**config.mk**
```make
export PLATFORM = sky130hd
export DESIGN_NAME = count_sequence_monitor
export DESIGN_NICKNAME = d
export VERILOG_FILES = /design/src/rtl/count_sequence_monitor.sv
export SDC_FILE = /design/constraint.sdc
export NUM_CORES = 1
export LEC_CHECK = 0
export CAP_MARGIN = 5
export CORE_MARGIN = 2
export CORE_UTILIZATION = 45
export DETAILED_ROUTE_END_ITERATION = 16
export GPL_TIMING_DRIVEN = 1
export MAX_ROUTING_LAYER = met4
export PLACE_DENSITY = 0.71
export SLEW_MARGIN = 30
export SYNTH_ARGS = -nofsm -noshare
export SYNTH_HDL_FRONTEND = slang
export SYNTH_SLANG_ARGS = --single-unit
```
**constraint.sdc**
```tcl
create_clock -name i_clk -period 1.94 [get_ports i_clk]
set_clock_uncertainty 0.1 [all_clocks]
set_input_delay 0.388 -clock i_clk [delete_from_list [all_inputs] [get_ports i_clk]]
set_output_delay 0.388 -clock i_clk [all_outputs]
set_load 0.1 [all_outputs]
```
**src/rtl/count_sequence_monitor.sv**
```systemverilog
// count_sequence_monitor
// Downstream checker for a free-running binary up-counter. Each strobed
// sample must equal the previous sample + 1 (mod 2^WIDTH). The monitor
// acquires lock, tracks wrap events and mismatches, and latches a fault
// after FAULT_LIMIT consecutive mismatches while tracking.
module count_sequence_monitor #(
  parameter int WIDTH       = 3,
  parameter int LOCK_COUNT  = 2,
  parameter int FAULT_LIMIT = 3,
  parameter int ERR_CNT_W   = 4
) (
  input  logic                 i_clk,
  input  logic                 i_reset,      // asynchronous, active-low
  input  logic [WIDTH-1:0]     i_cnt_in,
  input  logic                 i_cnt_valid,
  input  logic                 i_clear,
  output logic                 o_locked,
  output logic                 o_wrap_pulse,
  output logic                 o_err_pulse,
  output logic [ERR_CNT_W-1:0] o_err_count,
  output logic                 o_fault,
  output logic [WIDTH-1:0]     o_expected
);

  localparam int GOOD_W = (LOCK_COUNT  < 1) ? 1 : $clog2(LOCK_COUNT + 1);
  localparam int MISS_W = (FAULT_LIMIT < 1) ? 1 : $clog2(FAULT_LIMIT + 1);

  localparam logic [WIDTH-1:0]     CNT_ONE   = WIDTH'(1);
  localparam logic [WIDTH-1:0]     CNT_MAX   = '1;
  localparam logic [GOOD_W-1:0]    GOOD_ONE  = GOOD_W'(1);
  localparam logic [GOOD_W-1:0]    GOOD_LOCK = GOOD_W'(LOCK_COUNT);
  localparam logic [MISS_W-1:0]    MISS_ONE  = MISS_W'(1);
  localparam logic [MISS_W-1:0]    MISS_LIM  = MISS_W'(FAULT_LIMIT);
  localparam logic [ERR_CNT_W-1:0] ERR_ONE   = ERR_CNT_W'(1);
  localparam logic [ERR_CNT_W-1:0] ERR_MAX   = '1;

  typedef enum logic [1:0] {
    S_IDLE    = 2'd0,
    S_ACQUIRE = 2'd1,
    S_TRACK   = 2'd2,
    S_FAULT   = 2'd3
  } state_t;

  // Registered state
  state_t                 r_state;
  logic [WIDTH-1:0]       r_prev;
  logic [GOOD_W-1:0]      r_good_cnt;
  logic [MISS_W-1:0]      r_miss_cnt;
  logic [ERR_CNT_W-1:0]   r_err_count;
  logic [WIDTH-1:0]       r_expected;
  logic                   r_wrap_pulse;
  logic                   r_err_pulse;

  // Next-state values
  state_t                 w_state;
  logic [WIDTH-1:0]       w_prev;
  logic [GOOD_W-1:0]      w_good_cnt;
  logic [MISS_W-1:0]      w_miss_cnt;
  logic [ERR_CNT_W-1:0]   w_err_count;
  logic [WIDTH-1:0]       w_expected;
  logic                   w_wrap_pulse;
  logic                   w_err_pulse;

  // Helpers shared by the next-state logic
  logic [WIDTH-1:0]       w_prev_inc;
  logic [WIDTH-1:0]       w_cnt_inc;
  logic                   w_match;
  logic [GOOD_W-1:0]      w_good_inc;
  logic [MISS_W-1:0]      w_miss_inc;
  logic [ERR_CNT_W-1:0]   w_err_sat;

  assign w_prev_inc = r_prev + CNT_ONE;
  assign w_cnt_inc  = i_cnt_in + CNT_ONE;
  assign w_match    = (i_cnt_in == w_prev_inc);
  assign w_good_inc = r_good_cnt + GOOD_ONE;
  assign w_miss_inc = r_miss_cnt + MISS_ONE;
  assign w_err_sat  = (r_err_count == ERR_MAX) ? ERR_MAX : (r_err_count + ERR_ONE);

  // Next-state and next-output decode: clear beats a strobe, FAULT ignores samples
  always_comb begin
    // NOTE: every target gets a default first so no path can infer a latch.
    w_state      = r_state;
    w_prev       = r_prev;
    w_good_cnt   = r_good_cnt;
    w_miss_cnt   = r_miss_cnt;
    w_err_count  = r_err_count;
    w_expected   = r_expected;
    w_wrap_pulse = 1'b0;
    w_err_pulse  = 1'b0;

    if (i_clear) begin
      w_state     = S_IDLE;
      w_prev      = '0;
      w_good_cnt  = '0;
      w_miss_cnt  = '0;
      w_err_count = '0;
      w_expected  = '0;
    end else if (i_cnt_valid) begin
      case (r_state)
        S_IDLE: begin
          w_prev     = i_cnt_in;
          w_expected = w_cnt_inc;
          w_good_cnt = '0;
          w_state    = S_ACQUIRE;
        end

        S_ACQUIRE: begin
          w_prev     = i_cnt_in;
          w_expected = w_cnt_inc;
          if (w_match) begin
            w_good_cnt = w_good_inc;
            if (w_good_inc == GOOD_LOCK) begin
              w_state    = S_TRACK;
              w_miss_cnt = '0;
            end
          end else begin
            w_good_cnt = '0;
          end
        end

        S_TRACK: begin
          // Resync on every sample so a single glitch costs one error only
          w_prev     = i_cnt_in;
          w_expected = w_cnt_inc;
          if (w_match) begin
            w_miss_cnt   = '0;
            w_wrap_pulse = (r_prev == CNT_MAX) && (i_cnt_in == '0);
          end else begin
            w_err_pulse = 1'b1;
            w_err_count = w_err_sat;
            w_miss_cnt  = w_miss_inc;
            if (w_miss_inc == MISS_LIM) begin
              w_state = S_FAULT;
            end
          end
        end

        S_FAULT: begin
          // Sticky: only clear or reset leaves this state
        end

        default: begin
          w_state = S_IDLE;
        end
      endcase
    end
  end

  // State register with asynchronous active-low reset
  always_ff @(posedge i_clk or negedge i_reset) begin
    if (!i_reset) begin
      r_state      <= S_IDLE;
      r_prev       <= '0;
      r_good_cnt   <= '0;
      r_miss_cnt   <= '0;
      r_err_count  <= '0;
      r_expected   <= '0;
      r_wrap_pulse <= 1'b0;
      r_err_pulse  <= 1'b0;
    end else begin
      // NOTE: non-blocking assignments so all registers update from the same pre-edge values.
      r_state      <= w_state;
      r_prev       <= w_prev;
      r_good_cnt   <= w_good_cnt;
      r_miss_cnt   <= w_miss_cnt;
      r_err_count  <= w_err_count;
      r_expected   <= w_expected;
      r_wrap_pulse <= w_wrap_pulse;
      r_err_pulse  <= w_err_pulse;
    end
  end

  assign o_locked     = (r_state == S_TRACK);
  assign o_fault      = (r_state == S_FAULT);
  assign o_wrap_pulse = r_wrap_pulse;
  assign o_err_pulse  = r_err_pulse;
  assign o_err_count  = r_err_count;
  assign o_expected   = r_expected;

endmodule

```
; After elaboration in Yosys (flattened, before gate mapping)
; Index checks and enable logic that the tools add are counted.
[totals]
register_bits = 18
input_bits = 7
output_inout_bits = 11
wordCells = 77
[op_classes]
add_sub_neg = 5
eq_ne = 13
n_mux = 36
reduce_logical = 15
[ops]
columns = op, n
row1 = 2-to-1 mux 2 bit, 14
row2 = 2-to-1 mux 4 bit, 5
row3 = 2-to-1 mux 3 bit, 6
row4 = != test 3 bit (second input constant), 3
row5 = == test 2 bit (second input constant), 4
row6 = 2-to-1 mux 1 bit, 8
row7 = case mux 2 bit (2 select lines), 2
row8 = adder 3 x 1 -> 3 bit (second input constant), 2
row9 = case mux 2 bit (3 select lines), 1
row10 = AND reduction 6 bit, 1
row11 = nonzero test 2 bit, 3
row12 = nonzero test 3 bit, 2
row13 = adder 2 x 1 -> 2 bit (second input constant), 2
row14 = adder 4 x 1 -> 4 bit (second input constant), 1
row15 = == test 4 bit (second input constant), 1
row16 = AND reduction 2 bit, 2
row17 = AND reduction 4 bit, 1
row18 = nonzero test 4 bit, 1
row19 = == test 3 bit, 1
row20 = == test 3 bit (second input constant), 1
row21 = zero test 3 bit, 1
row22 = != test 3 x 2 -> 1 bit (second input constant), 1
row23 = AND reduction 3 bit, 1
row24 = OR reduction 3 bit, 1
row25 = other kinds (4), 4

; Longest topological paths before layout
; Gate-level depths: netlist of run 1.
[depth]
ltp_word = 7
depth_mapped = 6
mapped_depth_nobuf = 6

; Worst setup path before layout of run 1
; No wires, ideal clock.
[synth_timing]
path_type = reg2reg
from = register r_state[0]
to = register r_err_count[3], in the netlist o_err_count[3]
setup_ns = 0.134
t_arrival_ns = 2.251
setup_slack_ns = -0.545
stages_incl_launch_ff = 7
n_path_buf = 0
cell_sequence = dfrtp_1 inv_1 ha_1 nand2_1 a31oi_2 and4b_1 nor3_2
[synth_between]
elab_chain_cells = 3
[synth_lines]
columns = element, line_no
row1 = start: declaration, 45  ; state_t r_state;
row2 = start signal: assignment, 162  ; r_state <= w_state;
row3 = == test 2 bit, n/a
row4 = net o_locked, 17  ; output logic o_locked,
row5 = nonzero test 2 bit (no source line), n/a
row6 = AND reduction 3 bit (no source line), n/a
row7 = end signal: assignment, 166  ; r_err_count <= w_err_count;
row8 = end: declaration, 49  ; logic [ERR_CNT_W-1:0] r_err_count;
; The timed path passes the listed nets, and every way through them passes these cells.
; A chain may end at the register's enable or synchronous reset.

; Worst setup path after layout of run 1
[layout_timing]
from = register r_prev[1]
to = register r_state[1]
[layout_between]
elab_chain_cells = 4
elab_cells_between_ends = 5
[layout_lines]
columns = element, line_no
row1 = start: declaration, 46  ; logic [WIDTH-1:0] r_prev;
row2 = start signal: assignment, 163  ; r_prev <= w_prev;
row3 = adder 3 x 1 -> 3 bit *, 72  ; assign w_prev_inc = r_prev + CNT_ONE;
row4 = == test 3 bit *, 74  ; assign w_match = (i_cnt_in == w_prev_inc);
row5 = != test 3 bit (no source line), n/a
row6 = AND reduction 6 bit (no source line) *, n/a
; Every way passes the cells marked *; elsewhere a longest branch is shown, timed or not.

==> results.json, run 1 <==
{
  "cp_slowest_cell": "dfrtp_1",
  "final_nets": 172,
  "cts_sinks": 18,
  "netlist_area_sq_um": 1212,
  "crit_family": "compound AO/OA/AOI/OAI gates",
  "antenna_cells": 0,
  "crit_path_start": "r_prev[1]",
  "critPathKind": "reg2reg",
  "post-place-ws_ps": -212.2,
  "grt_pass1_vias": 1013,
  "cp-start-kind": "register",
  "synth_top_family_by_area": "simple AND/OR/NAND/NOR gates",
  "dr_total_vias": 992,
  "period_needed_ps": 1950,
  "irDropWorstVdd_mv": 0.6812,
  "dieArea_sq_um": 3125,
  "outcome": "finished with violations",
  "fp-row-count": 18,
  "holdWs_ps": 300.6,
  "maxSlewHeadroom_pct": 72.67,
  "numCtsBuffers": 3,
  "synthDistinctLibCells": 40,
  "dp.final_hpwl_um": 1968,
  "grt_util_all_layers_pct": 19.65,
  "synth_compound_area_share_pct": 13.62,
  "hold_class": "in2async",
  "grt_max_degree": 19,
  "syn2layout_area_growth_pct": 40.87,
  "gp_congestion": 0.8660,
  "fin_ws_ps": -9.565,
  "drt_pass1_iterations": 4,
  "arrival_ps": 2050,
  "grt_antenna_before_repair": 0,
  "die_h_um": 55.91,
  "required_ps": 2040,
  "insertion_delay_ps": 310,
  "drv_cap": 0,
  "tightest_slew_ps": 406.9,
  "drt-initial-drc-count": 19,
  "clockBufferDepth": 2,
  "synthCells": 120,
  "grt.overflow.total": 0,
  "ant_nets": 0,
  "synthFlopType": "dfrtp_1",
  "setup_viol": 2,
  "r2r_start": "r_prev[1]",
  "port_buffers": 17,
  "drive_above_1_share_pct": 32.24,
  "core_sq_um": 2522,
  "die_x_um": 55.91,
  "yosysWarnings": 0,
  "io_pins": 18,
  "max_freq_mhz": 512.9,
  "routed_wirelength_um": 2583,
  "hold_violations": 0,
  "via_per_inst": 5.451,
  "crit_fanout": 4,
  "initial_core_util_pct": 48.07,
  "critical_path_buf_inv_count": 0,
  "cts_tree": "done",
  "crit_chain": "ha_2 -> ha_4 -> xnor2_2 -> a41oi_1 -> o31ai_4 -> a32o_1",
  "drc": 0,
  "final_cells": 182,
  "critPathMaxStageDelay_ps": 400,
  "synth.avg_cell_area_sq_um": 10.10,
  "leakage_nw": 0.7598,
  "dp_cells": 176,
  "htreeDepth": 1,
  "synth-xor-area-share_pct": 6.914,
  "synth-seq-cells": 18,
  "holdBufCountCts": 0,
  "synth_edf_count": 0,
  "syn-num-nets": 139,
  "violations": "negative setup slack",
  "grt_setup_unrepaired": "yes",
  "dpl_cell_area_sq_um": 1623,
  "final_area_sq_um": 1708,
  "clk_pin_slew_worst_paths_ps": 110,
  "slew_violations": 0,
  "grt_pass1_wl_um": 4678,
  "power_density_nw_per_um2": 891.5,
  "end_kind": "register",
  "nFillCells": 201,
  "cts_root_buf": "clkbuf_4",
  "yosys-mux-area-fraction_pct": 3.715,
  "synthAdderAreaFrac_pct": 12.38,
  "synthSimpleGateAreaFrac_pct": 21.05,
  "routedWlPerCell_um": 14.19,
  "synthArstFlopShare_pct": 100.0,
  "finalCritPeriodShare_pct": 100.5,
  "synth-seq-area-share_pct": 37.15
}
stage by stage:
| stage | power (mW) | utilization (%) | setup TNS, ps |
|---|---|---|---|
| after floorplan | 0.9900 | - | 0 |
| after global placement | 1.235 | 64.34 | -1180 |
| after detailed placement | 1.251 | 64.34 | -1672 |
| after CTS | 1.504 | 66.57 | 0 |
| after global routing | 1.614 | 67.71 | -263.2 |
| final | 1.523 | 67.71 | -11.28 |
cell usage after synthesis (3+ instances only):
cell	instances	area, sq um
ha_1	12	150.1
nand2_1	8	30.03
nor2_1	13	48.80
dfrtp_1	18	450.4
or3_1	4	25.02
mux2i_1	3	30.03
xnor2_1	4	35.03
nor3_1	4	20.02
xor2_2	3	48.80
inv_1	8	30.03
a21oi_1	8	40.04
routing by layer:
metal  up-vias  wire, um  GRT usage (%)
met5         -         0              -
met4         0        39          6.122
met1       485      1179          24.34
met2        20      1267          31.80
met3         4        97          4.884
li1        483         -              -
layout by cell type (no fill, tap or decap), types with 3 or more instances in the layout:
cell,count
a21oi_1,8
buf_12,11
buf_4,15
clkbuf_4,3
clkdlybuf4s50_1,6
dfrtp_1,17
ha_1,9
inv_1,8
mux2i_1,3
nand2_1,8
nor2_1,13
nor3_1,4
or3_1,4
xnor2_1,3
timing repair:
item | 4_1_cts | 5_1_grt
gates resized for setup | 3 | 2
buffers inserted | 0 | 2
setup endpoints to repair | 5 | 9
pin swaps | 0 | 2
flip-flops by register name (all words and copies together) (netlist names):
| signal | count |
|---|---|
| r_prev | 3 |
| o_expected | 3 |
| r_state | 2 |
| o_err_count | 4 |
| o_err_pulse | 1 |
| r_good_cnt | 2 |
| r_miss_cnt | 2 |
| o_wrap_pulse | 1 |
worst paths after layout:
| path | to | slack [ps] | depth (start not counted) |
|---|---|---|---|
| setup / recovery | r_state[1] | -10 | 6 |
| hold / removal | r_miss_cnt[1] | 300 | 2 |
| setup reg to reg | r_state[1] | -10 | 6 |
| hold reg to reg | r_good_cnt[1] | 420 | 2 |
| max in group asynchronous | r_state[1] | 1220 | 2 |
| min in group i_clk | r_good_cnt[1] | 420 | 2 |
area by class of cell:
| class | instances | area [sq um] | area share, % |
|---|---|---|---|
| multi-input combinational | 90 | 759.5 | 44.47 |
| sequential | 18 | 451.7 | 26.45 |
| timing repair buffer | 32 | 392.9 | 23.00 |
| tap | 30 | 37.54 | 2.198 |
| clock buffer | 4 | 36.28 | 2.125 |
| inverter | 8 | 30.03 | 1.758 |
report_power, final:
group          internal (mW)  switching (mW)  leakage [nW]
sequential             0.416          0.0491         0.243
clock                  0.115           0.123        0.0210
combinational          0.344           0.476         0.495
kinds of logic after synthesis:
group / Yosys count
compound gates: 22
xor+xnor: 7
fa+ha+maj: 12
buf+inv: 12
flops: 18
mux: 4
simple gates: 45
Power figures use the tool's default switching activity.
==> run 2, diff against run 1 <==
--- a/config.mk
+++ b/config.mk
@@ -6,12 +6,12 @@
 export NUM_CORES = 1
 export LEC_CHECK = 0
 export CAP_MARGIN = 5
-export CORE_MARGIN = 2
 export CORE_UTILIZATION = 45
 export DETAILED_ROUTE_END_ITERATION = 16
 export GPL_TIMING_DRIVEN = 1
 export MAX_ROUTING_LAYER = met4
 export PLACE_DENSITY = 0.71
+export SKIP_LAST_GASP = 1
 export SLEW_MARGIN = 30
 export SYNTH_ARGS = -nofsm -noshare
 export SYNTH_HDL_FRONTEND = slang
==> run 2 against run 1 <==
- the run still ends with negative setup slack left
- combinational power grew 2%
- die area shrank 7.0%
- routed wire length grew 6.1%
- core utilization grew 0.40 points
- via count grew 2.0%
- setup slack lost 1.4 ps
- power grew 0.93%
- worst hold slack lost 15 ps
- largest cell class unchanged
- critical path depth is the same
- final area grew 0.59%
- sequential power shrank 1%
- global-route usage grew 2.3 points
- largest power group unchanged
==> results.json, run 2 (synthesis gave the netlist of run 1 again) <==
{
  "outcome": "finished with violations",
  "violations": "negative setup slack",
  "required_ps": 2060,
  "fin_ws_ps": -11.00,
  "crit_chain": "ha_2 -> ha_4 -> xor2_4 -> o31ai_2 -> o311a_1 -> a32o_1",
  "fp-row-count": 18,
  "grt_antenna_before_repair": 0,
  "power_density_nw_per_um2": 894.6,
  "swShare_pct": 43.13,
  "dp.final_hpwl_um": 1905,
  "dieArea_sq_um": 2906,
  "via_per_inst": 5.560,
  "switchingPower_mw": 0.6628,
  "r2r_slack_ps": -10,
  "htreeDepth": 1,
  "cp-start-kind": "register",
  "critPathKind": "reg2reg",
  "period_needed_ps": 1951,
  "fin_setup_tns_ps": -11.00,
  "grt_pass1_wl_um": 4278,
  "cts_tree": "done",
  "crit_path_start": "r_prev[0]",
  "grt_max_degree": 19,
  "antenna_cells": 0,
  "drt_pass1_iterations": 4,
  "irDropWorstVdd_mv": 0.8104,
  "arrival_ps": 2070,
  "dr_total_vias": 1012,
  "insertion_delay_ps": 320,
  "drv_cap": 0,
  "hold_class": "in2async",
  "maxSlewHeadroom_pct": 70.80,
  "internal_power_mw": 0.8740,
  "critical_path_buf_inv_count": 0,
  "numCtsBuffers": 3,
  "cts_root_buf": "clkbuf_4",
  "clk_pin_slew_worst_paths_ps": 120,
  "grt_util_all_layers_pct": 21.95,
  "clockBufferDepth": 2,
  "r2r_start": "r_prev[0]",
  "grt_pass1_vias": 924,
  "crit_family": "compound AO/OA/AOI/OAI gates",
  "grt_setup_unrepaired": "yes",
  "port_buffers": 17,
  "layout_common_cells": "dfrtp_1 (18), buf_4 (15), nor2_1 (13)",
  "gp_congestion": 0.9288,
  "cts_sinks": 18,
  "critPathMaxStageDelay_ps": 400,
  "slew_violations": 0,
  "grt.overflow.total": 0,
  "die_x_um": 53.91,
  "post-place-ws_ps": -224.4,
  "initial_core_util_pct": 48.07,
  "final_nets": 172,
  "hold_violations": 0,
  "crit_fanout": 3,
  "routed_wirelength_um": 2740,
  "leakage_nw": 0.7619,
  "holdBufCountCts": 0,
  "end_kind": "register",
  "drt-initial-drc-count": 34,
  "largest_reg_flops": 4,
  "core_sq_um": 2522,
  "cp_slowest_cell": "dfrtp_1",
  "io_pins": 18,
  "pwr-share-seq_pct": 29.9,
  "max_freq_mhz": 512.6,
  "pwr-share-comb_pct": 54.2,
  "syn2layout_area_growth_pct": 41.69,
  "power_frac_clock_pct": 15.9,
  "final_common_cell": "dfrtp_1",
  "finalCritPeriodShare_pct": 100.6,
  "setup_viol": 1,
  "routedWlPerCell_um": 15.05,
  "tightest_slew_ps": 436.7,
  "drive_above_1_share_pct": 31.58,
  "die_h_um": 53.91,
  "drc": 0,
  "ant_nets": 0
}
[run 2: metrics by stage]
stage / std cells / instance area, sq um / power [mW] / hold WS [ps] / util [%]
6_report: 182 / 1718 / 1.537 / 285.8 / 68.11
5_1_grt: 182 / 1718 / 1.603 / 317.2 / 68.11
4_1_cts: 181 / 1685 / 1.517 / 291.2 / 66.82
3_5_place_dp: 176 / 1623 / 1.261 / 418.9 / 64.34
3_3_place_gp: 176 / 1623 / 1.243 / 406.2 / 64.34
2_1_floorplan: 120 / 1240 / 0.9900 / -7.591 / -
[run 2: final cells by class]
type                            instances  area [sq um]
Clock buffer                            4         36.28
Fill cell                             197         804.5
Inverter                                8         30.03
Multi-Input combinational cell         90         770.7
Sequential cell                        18         450.4
Tap cell                               30         37.54
Timing Repair Buffer                   32         392.9
[run 2: power groups by stage]
stage	combinational (mW)	sequential, mW	clock [mW]
6_report	0.833	0.459	0.245
5_1_grt	0.878	0.464	0.262
4_1_cts	0.808	0.458	0.252
3_5_place_dp	0.796	0.465	0
3_3_place_gp	0.780	0.463	0
2_1_floorplan	0.432	0.558	0
[run 2: worst paths after layout]
path	end	cells after the start
setup / recovery	r_state[1]	6
max in group asynchronous	o_err_count[3]	2
hold reg to reg	r_good_cnt[1]	2
setup reg to reg	r_state[1]	6
min in group i_clk	r_good_cnt[1]	2
hold / removal	r_state[0]	2
[run 2: per-layer routing]
layer	track usage, %	routed length, um	vias up
met5	-	0	-
met4	10.53	67	0
met3	4.237	93	7
met2	33.95	1338	28
met1	27.27	1241	490
li1	-	-	487
[run 2: repair_timing]
action / in CTS / in global routing
resized for setup: 2 / 3
pin swaps: 0 / 3
endpoints found under the setup margin: 5 / 10
gates cloned: 0 / 0
setup buffers: 1 / 1
